==> config.mk <==
export PLATFORM = sky130hd
export DESIGN_NAME = reg_scoreboard
export DESIGN_NICKNAME = d
export VERILOG_FILES = /design/src/rtl/reg_scoreboard.sv
export SDC_FILE = /design/constraint.sdc
export NUM_CORES = 1
export LEC_CHECK = 0
export CORE_ASPECT_RATIO = 0.8
export CORE_MARGIN = 2
export CORE_UTILIZATION = 55
export CTS_BUF_LIST = sky130_fd_sc_hd__clkbuf_16
export CTS_CLUSTER_DIAMETER = 150
export CTS_CLUSTER_SIZE = 40
export DETAILED_ROUTE_END_ITERATION = 8
export DONT_BUFFER_PORTS = 1
export GPL_ROUTABILITY_DRIVEN = 0
export GPL_TIMING_DRIVEN = 0
export HOLD_SLACK_MARGIN = 0.05
export PLACE_DENSITY = 0.73
export SLEW_MARGIN = 30
export SYNTH_ARGS = -nofsm -noshare
export SYNTH_HDL_FRONTEND = slang
export SYNTH_SLANG_ARGS = --single-unit
export TNS_END_PERCENT = 20
==> constraint.sdc <==
create_clock -name clk -period 4.8 [get_ports clk]
set_input_delay 0.48 -clock clk [delete_from_list [all_inputs] [get_ports clk]]
set_output_delay 0.48 -clock clk [all_outputs]
set_load 0.1 [all_outputs]
==> src/rtl/reg_scoreboard.sv <==
// Register scoreboard: tracks in-flight writes per register, stalls decode on
// RAW hazards or counter saturation, and drains the pipeline on halt request.
module reg_scoreboard #(
  parameter int unsigned MAXPEND = 3
) (
  input  logic        clk,
  input  logic        rst_n,
  input  logic        d_valid,
  input  logic [3:0]  d_srcA,
  input  logic [3:0]  d_srcB,
  input  logic [3:0]  d_dstE,
  input  logic [3:0]  d_dstM,
  input  logic        w_valid,
  input  logic [3:0]  w_dstE,
  input  logic [3:0]  w_dstM,
  input  logic        k_valid,
  input  logic [3:0]  k_dstE,
  input  logic [3:0]  k_dstM,
  input  logic        halt_req,
  output logic        d_stall,
  output logic        d_issue,
  output logic [14:0] pending,
  output logic [1:0]  state,
  output logic        drained,
  output logic        err
);

  localparam int unsigned CW = $clog2(MAXPEND + 1);

  typedef enum logic [1:0] {
    RUN    = 2'd0,
    DRAIN  = 2'd1,
    HALTED = 2'd2,
    BAD    = 2'd3
  } state_e;

  logic [CW-1:0] cnt_q [15];
  logic [CW-1:0] cnt_d [15];
  logic [CW:0]   sum_w [15];
  logic [1:0]    dec_w [15];
  state_e        state_q, state_d;
  logic          err_q, err_d;
  logic [15:0]   busy, full;
  logic          hazard, overflow, underflow, all_zero_d;

  // Bit 15 stays 0 so that ID 4'hF never hits a hazard or overflow.
  always_comb begin
    busy = '0;
    full = '0;
    for (int unsigned i = 0; i < 15; i++) begin
      busy[i] = (cnt_q[i] != '0);
      full[i] = (cnt_q[i] == CW'(MAXPEND));
    end
  end

  assign hazard   = busy[d_srcA] | busy[d_srcB];
  assign overflow = full[d_dstE] | full[d_dstM];
  assign d_stall  = d_valid & (hazard | overflow | (state_q != RUN));
  assign d_issue  = d_valid & ~d_stall;

  // A pair naming the same register counts once; decrements below zero clamp.
  always_comb begin
    underflow  = 1'b0;
    all_zero_d = 1'b1;
    for (int unsigned i = 0; i < 15; i++) begin
      sum_w[i] = {1'b0, cnt_q[i]}
               + (CW+1)'(d_issue & ((d_dstE == 4'(i)) | (d_dstM == 4'(i))));
      dec_w[i] = {1'b0, w_valid & ((w_dstE == 4'(i)) | (w_dstM == 4'(i)))}
               + {1'b0, k_valid & ((k_dstE == 4'(i)) | (k_dstM == 4'(i)))};
      if ((CW+1)'(dec_w[i]) > sum_w[i]) begin
        cnt_d[i]  = '0;
        underflow = 1'b1;
      end else begin
        cnt_d[i] = CW'(sum_w[i] - (CW+1)'(dec_w[i]));
      end
      if (cnt_d[i] != '0) all_zero_d = 1'b0;
    end
  end

  always_comb begin
    state_d = state_q;
    err_d   = err_q | underflow;
    case (state_q)
      RUN:     if (halt_req) state_d = DRAIN;
      DRAIN:   if (all_zero_d) state_d = HALTED;
      HALTED:  state_d = HALTED;
      default: state_d = RUN;
    endcase
  end

  always_ff @(posedge clk or negedge rst_n) begin
    if (!rst_n) begin
      for (int unsigned i = 0; i < 15; i++) cnt_q[i] <= '0;
      state_q <= RUN;
      err_q   <= 1'b0;
    end else begin
      for (int unsigned i = 0; i < 15; i++) cnt_q[i] <= cnt_d[i];
      state_q <= state_d;
      err_q   <= err_d;
    end
  end

  assign pending = busy[14:0];
  assign state   = state_q;
  assign drained = (state_q == HALTED);
  assign err     = err_q;

endmodule

Word level (Yosys, flattened, before mapping)
Cells that the tools add are included.

Register bits after elaboration: 33. Bits of input ports: 38. Output and inout port bits: 21.

Add/subtract/negate cells: 45. Order comparisons: 19. Equality and inequality tests: 103. Muxes and demuxes: 56. Bitwise operators: 98. Reductions and logical operators: 39.

Operators with widths (count): $eq 4x4->1 const B (42); $eq 4x3->1 const B (24); $reduce_bool 2->1 (31); $or 1x1->1 (50); $eq 4x2->1 const B (12); $and 1x1->1 (47); $add 2x1->3 (15); $gt 2x3->1 (15); $mux 1 (34); $mux 2 (17); $eq 2x2->1 const B (16); $add 1x1->2 (15); $sub 2x2->2 (15); $eq 4x1->1 const B (6); $logic_not 4->1 (6); $lt 4x5->1 const B (4); $bmux 1 s4 (4); $pmux 2 s3 (1); $ne 2x2->1 const B (2); $eq 2x1->1 const B (1); $logic_not 2->1 (1); $reduce_and 2->1 (1); $not 1->1 (1).

Logic depth before layout (Yosys ltp)
Word-level depth: 31. Mapped depth: 18. Gate-level depth less buffers: 17.

Least setup slack after synthesis
Ideal clock, no wire load.

Path kind: flip-flop to flip-flop. From: register cnt_q[29] in the netlist's numbering. To: register state_q[0], in the netlist state[0]. Library setup time: 0.147 ns. Data arrival time: 5.026 ns. Required time: 4.653 ns. Setup slack: -0.374 ns. Cell stages (with the launch flop): 16. Period minus slack after synthesis: 5.174 ns. Cells stage by stage: dfrtp_1 -> or2_0 -> mux4_2 -> mux4_2 -> a211oi_4 -> nand4_4 -> buf_8 -> nor2_4 -> ha_1 -> ha_1 -> nor4b_1 -> a211oi_1 -> or4_1 -> nor4_1 -> and4_1 -> o311ai_0.

RTL lines: start: declaration (line 37) `logic [CW-1:0] cnt_q [15];`; end signal: assignment (line 98) `state_q <= state_d;`; end: declaration (line 41) `state_e state_q, state_d;`.

==> results.cfg <==
[sta]
tns_ps = -984
setup_violations = 3
drv_slew = 0
post-route-period-util = 1.09
final.min_clock_period_ps = 5210
hold_viol_final = 0
fin_worst_skew_ps = 5.45
tightest_slew_ps = 966
fmax_mhz = 192
rsz0062_at_grt = true
slew_headroom = 0.356
setup_ws_ps = -410

[grt]
grt_pass1_vias = 4481
antenna_found_initial = 0
grt_pass1_wl_microns = 22900
grt-ovfl-total = 0
grt_max_degree = 34
grtUsageTotal = 0.310

[finish]
final_util = 0.679
layout-drive-gt1-share = 0.215
multi_input_area_sq_um = 4160
seq_area_sq_um = 828
final_common_cell = ha_1
fin_nets = 732
area_growth_pct = 18.9
final_cell_mix = ha_1 (78), inv_1 (74), nand2_1 (35)
insertedDiodeCount = 0
finalInstanceArea_sq_um = 5810
final.fill_count = 663

[synthesis]
ys_warn_count = 0
synth_cells = 576
seq_area_frac_synth = 0.169
synth-edff-count = 0
ys_seq_elements = 33
ys_async_sr_fraction = 1.00
synth_ff_type = dfrtp_1
syn-mean-instance-area_sq_um = 8.48
syn-cell-area_sq_um = 4880
syn-num-nets = 708
yosysUniqueCellTypes = 58

[drt]
dr.pass1.iters = 5
dr.max_layer_used = met4
initialDrtViolationCount = 372
met2_length_microns = 6830
wl_per_cell_microns = 20.3
vias_per_cell = 6.45
vias = 4596
wl_met1_microns = 6160
post-route-drc-count = 0
route.met3.wl_microns = 1140
drt-total-wl_microns = 14500
detail-route-antenna-nets = 0

[power_and_ir_drop]
fin_total_pwr_w = 0.00314
leakage_nw = 2.51
ir_drop_mv = 0.467
powerDensity_nw_per_um2 = 540

[run]
cap_viol_max_count = 0

[run_status]
status = complete, but fails checks
violations = negative setup slack

[worst_setup_path]
cp.required_ps = 4960
worst_ep_arrival_time_ps = 5370
worstSetupEndpointType = flop
r2r_start = cnt_q[1]
crit_start = cnt_q[1]
startpoint_type = flop
path_class = reg2reg
crit_fanout = 4

[clocking]
clkLatencyLatePin_ps = 290
cts.htree.levels = 2
cts-root-buf = clkbuf_16
cts.path.max_buffers = 2
cts_made_buffers = 5
tritoncts = built
cts_sinks = 33
clkTransAtPathRegs_ps = 60

[floorplanning]
design.die.area_sq_um = 9660
io_pins = 59
coreArea_sq_um = 8560
initial_core_util = 0.571
die_w_microns = 109
fp-row-count = 30
die_y_microns = 88.3

[place]
io_buffers = 0
dpl-instance-area_sq_um = 5030
dpl.hpwl_microns = 10900
place_ws_ps = -978

[min_path]
hold_class = in2async
## critical path: stages, from the launching register on
cell and delay [ps]:
dfrtp_2 440, nor2_4 180, clkinvlp_4 450, mux4_2 630, mux4_2 500, a211oi_4 260, nand4_4 170, buf_6 170
buf_4 140, nor2_1 110, ha_1 160, ha_1 120, inv_1 40, ha_1 330, nand2b_1 120, a221oi_2 370
nor2_1 150, nor3_2 350, and4_4 300, o311ai_2 100
## synth_stat cells (all sizes together), types with 7 or more instances
cell type | instances | area [sq um]
nand4 | 8 | 65.1
o22ai | 22 | 138
a21oi | 17 | 85.1
inv | 78 | 293
nor4b | 8 | 70.1
nand2 | 35 | 131
nand2b | 28 | 175
dfrtp | 33 | 826
a22oi | 11 | 82.6
and2 | 19 | 119
or2 | 18 | 113
o21a | 14 | 105
nor2b | 19 | 119
a211oi | 10 | 87.6
nor3 | 29 | 145
nor2 | 40 | 213
mux4 | 13 | 297
xor2 | 13 | 114
ha | 94 | 1180
nor4 | 7 | 43.8
## where the power goes
group	leakage, nW	total, W	internal [W]	switching, W
combinational	2.00	0.00223	0.000751	0.00148
clock	0.0826	0.000373	0.000242	0.000132
sequential	0.428	0.000536	0.000369	0.000168
total	2.51	0.00314	0.00136	0.00178
## per-layer routing
layer  vias up  track usage
met5         -            0
met4         0       0.0725
met3        32       0.0611
met2       217        0.520
met1      2241        0.415
li1       2106            -
## final timing paths
kind / slack [ps] / cells past startpoint / endpoint
max: -410 / 19 / state[0]
min: 650 / 2 / err
max reg2reg: -410 / 19 / state[0]
min reg2reg: 730 / 3 / cnt_q[28]
max in group asynchronous: 3960 / 2 / cnt_q[1]
min in group clk: 650 / 3 / state[0]
## cell families after synthesis
family | Yosys count | share of synthesized area
xor gates and xnor gates | 15 | 0.0269
AOI/OAI and AO/OA | 111 | 0.169
and+or+nand+nor | 221 | 0.258
muxes | 16 | 0.0674
buffers and inverters | 86 | 0.0686
DFF | 33 | 0.169
adders and majority gates | 94 | 0.241
## through the flow
step / cells / hold slack (ps)
floorplan: 576 / 184
global placement: 688 / 185
detailed placement: 688 / 186
CTS: 710 / 619
global route: 713 / 673
finish: 713 / 645
## final cells by class
| class | instances | area share |
|---|---|---|
| Multi-Input combinational cell | 457 | 0.716 |
| Inverter | 78 | 0.0510 |
| Tap cell | 112 | 0.0241 |
| Sequential cell | 33 | 0.143 |
| Buffer | 8 | 0.00818 |
| Clock inverter | 3 | 0.00646 |
| Clock buffer | 5 | 0.0215 |
| Timing Repair Buffer | 17 | 0.0302 |
## sequential cells by signal, summed over array words and instances, names as in the netlist
| name | cells |
|---|---|
| cnt_q | 30 |
| state | 2 |
| err | 1 |
## what timing repair did
item | in CTS | in global routing
hold buffers | 2 | 0
endpoints found under the hold margin | 33 | 0
setup endpoints to repair | 3 | 3
pin swaps | 25 | 15
setup buffers | 11 | 3
cloned | 1 | 0
gates resized for setup | 61 | 15
Power figures use the tool's default switching activity.
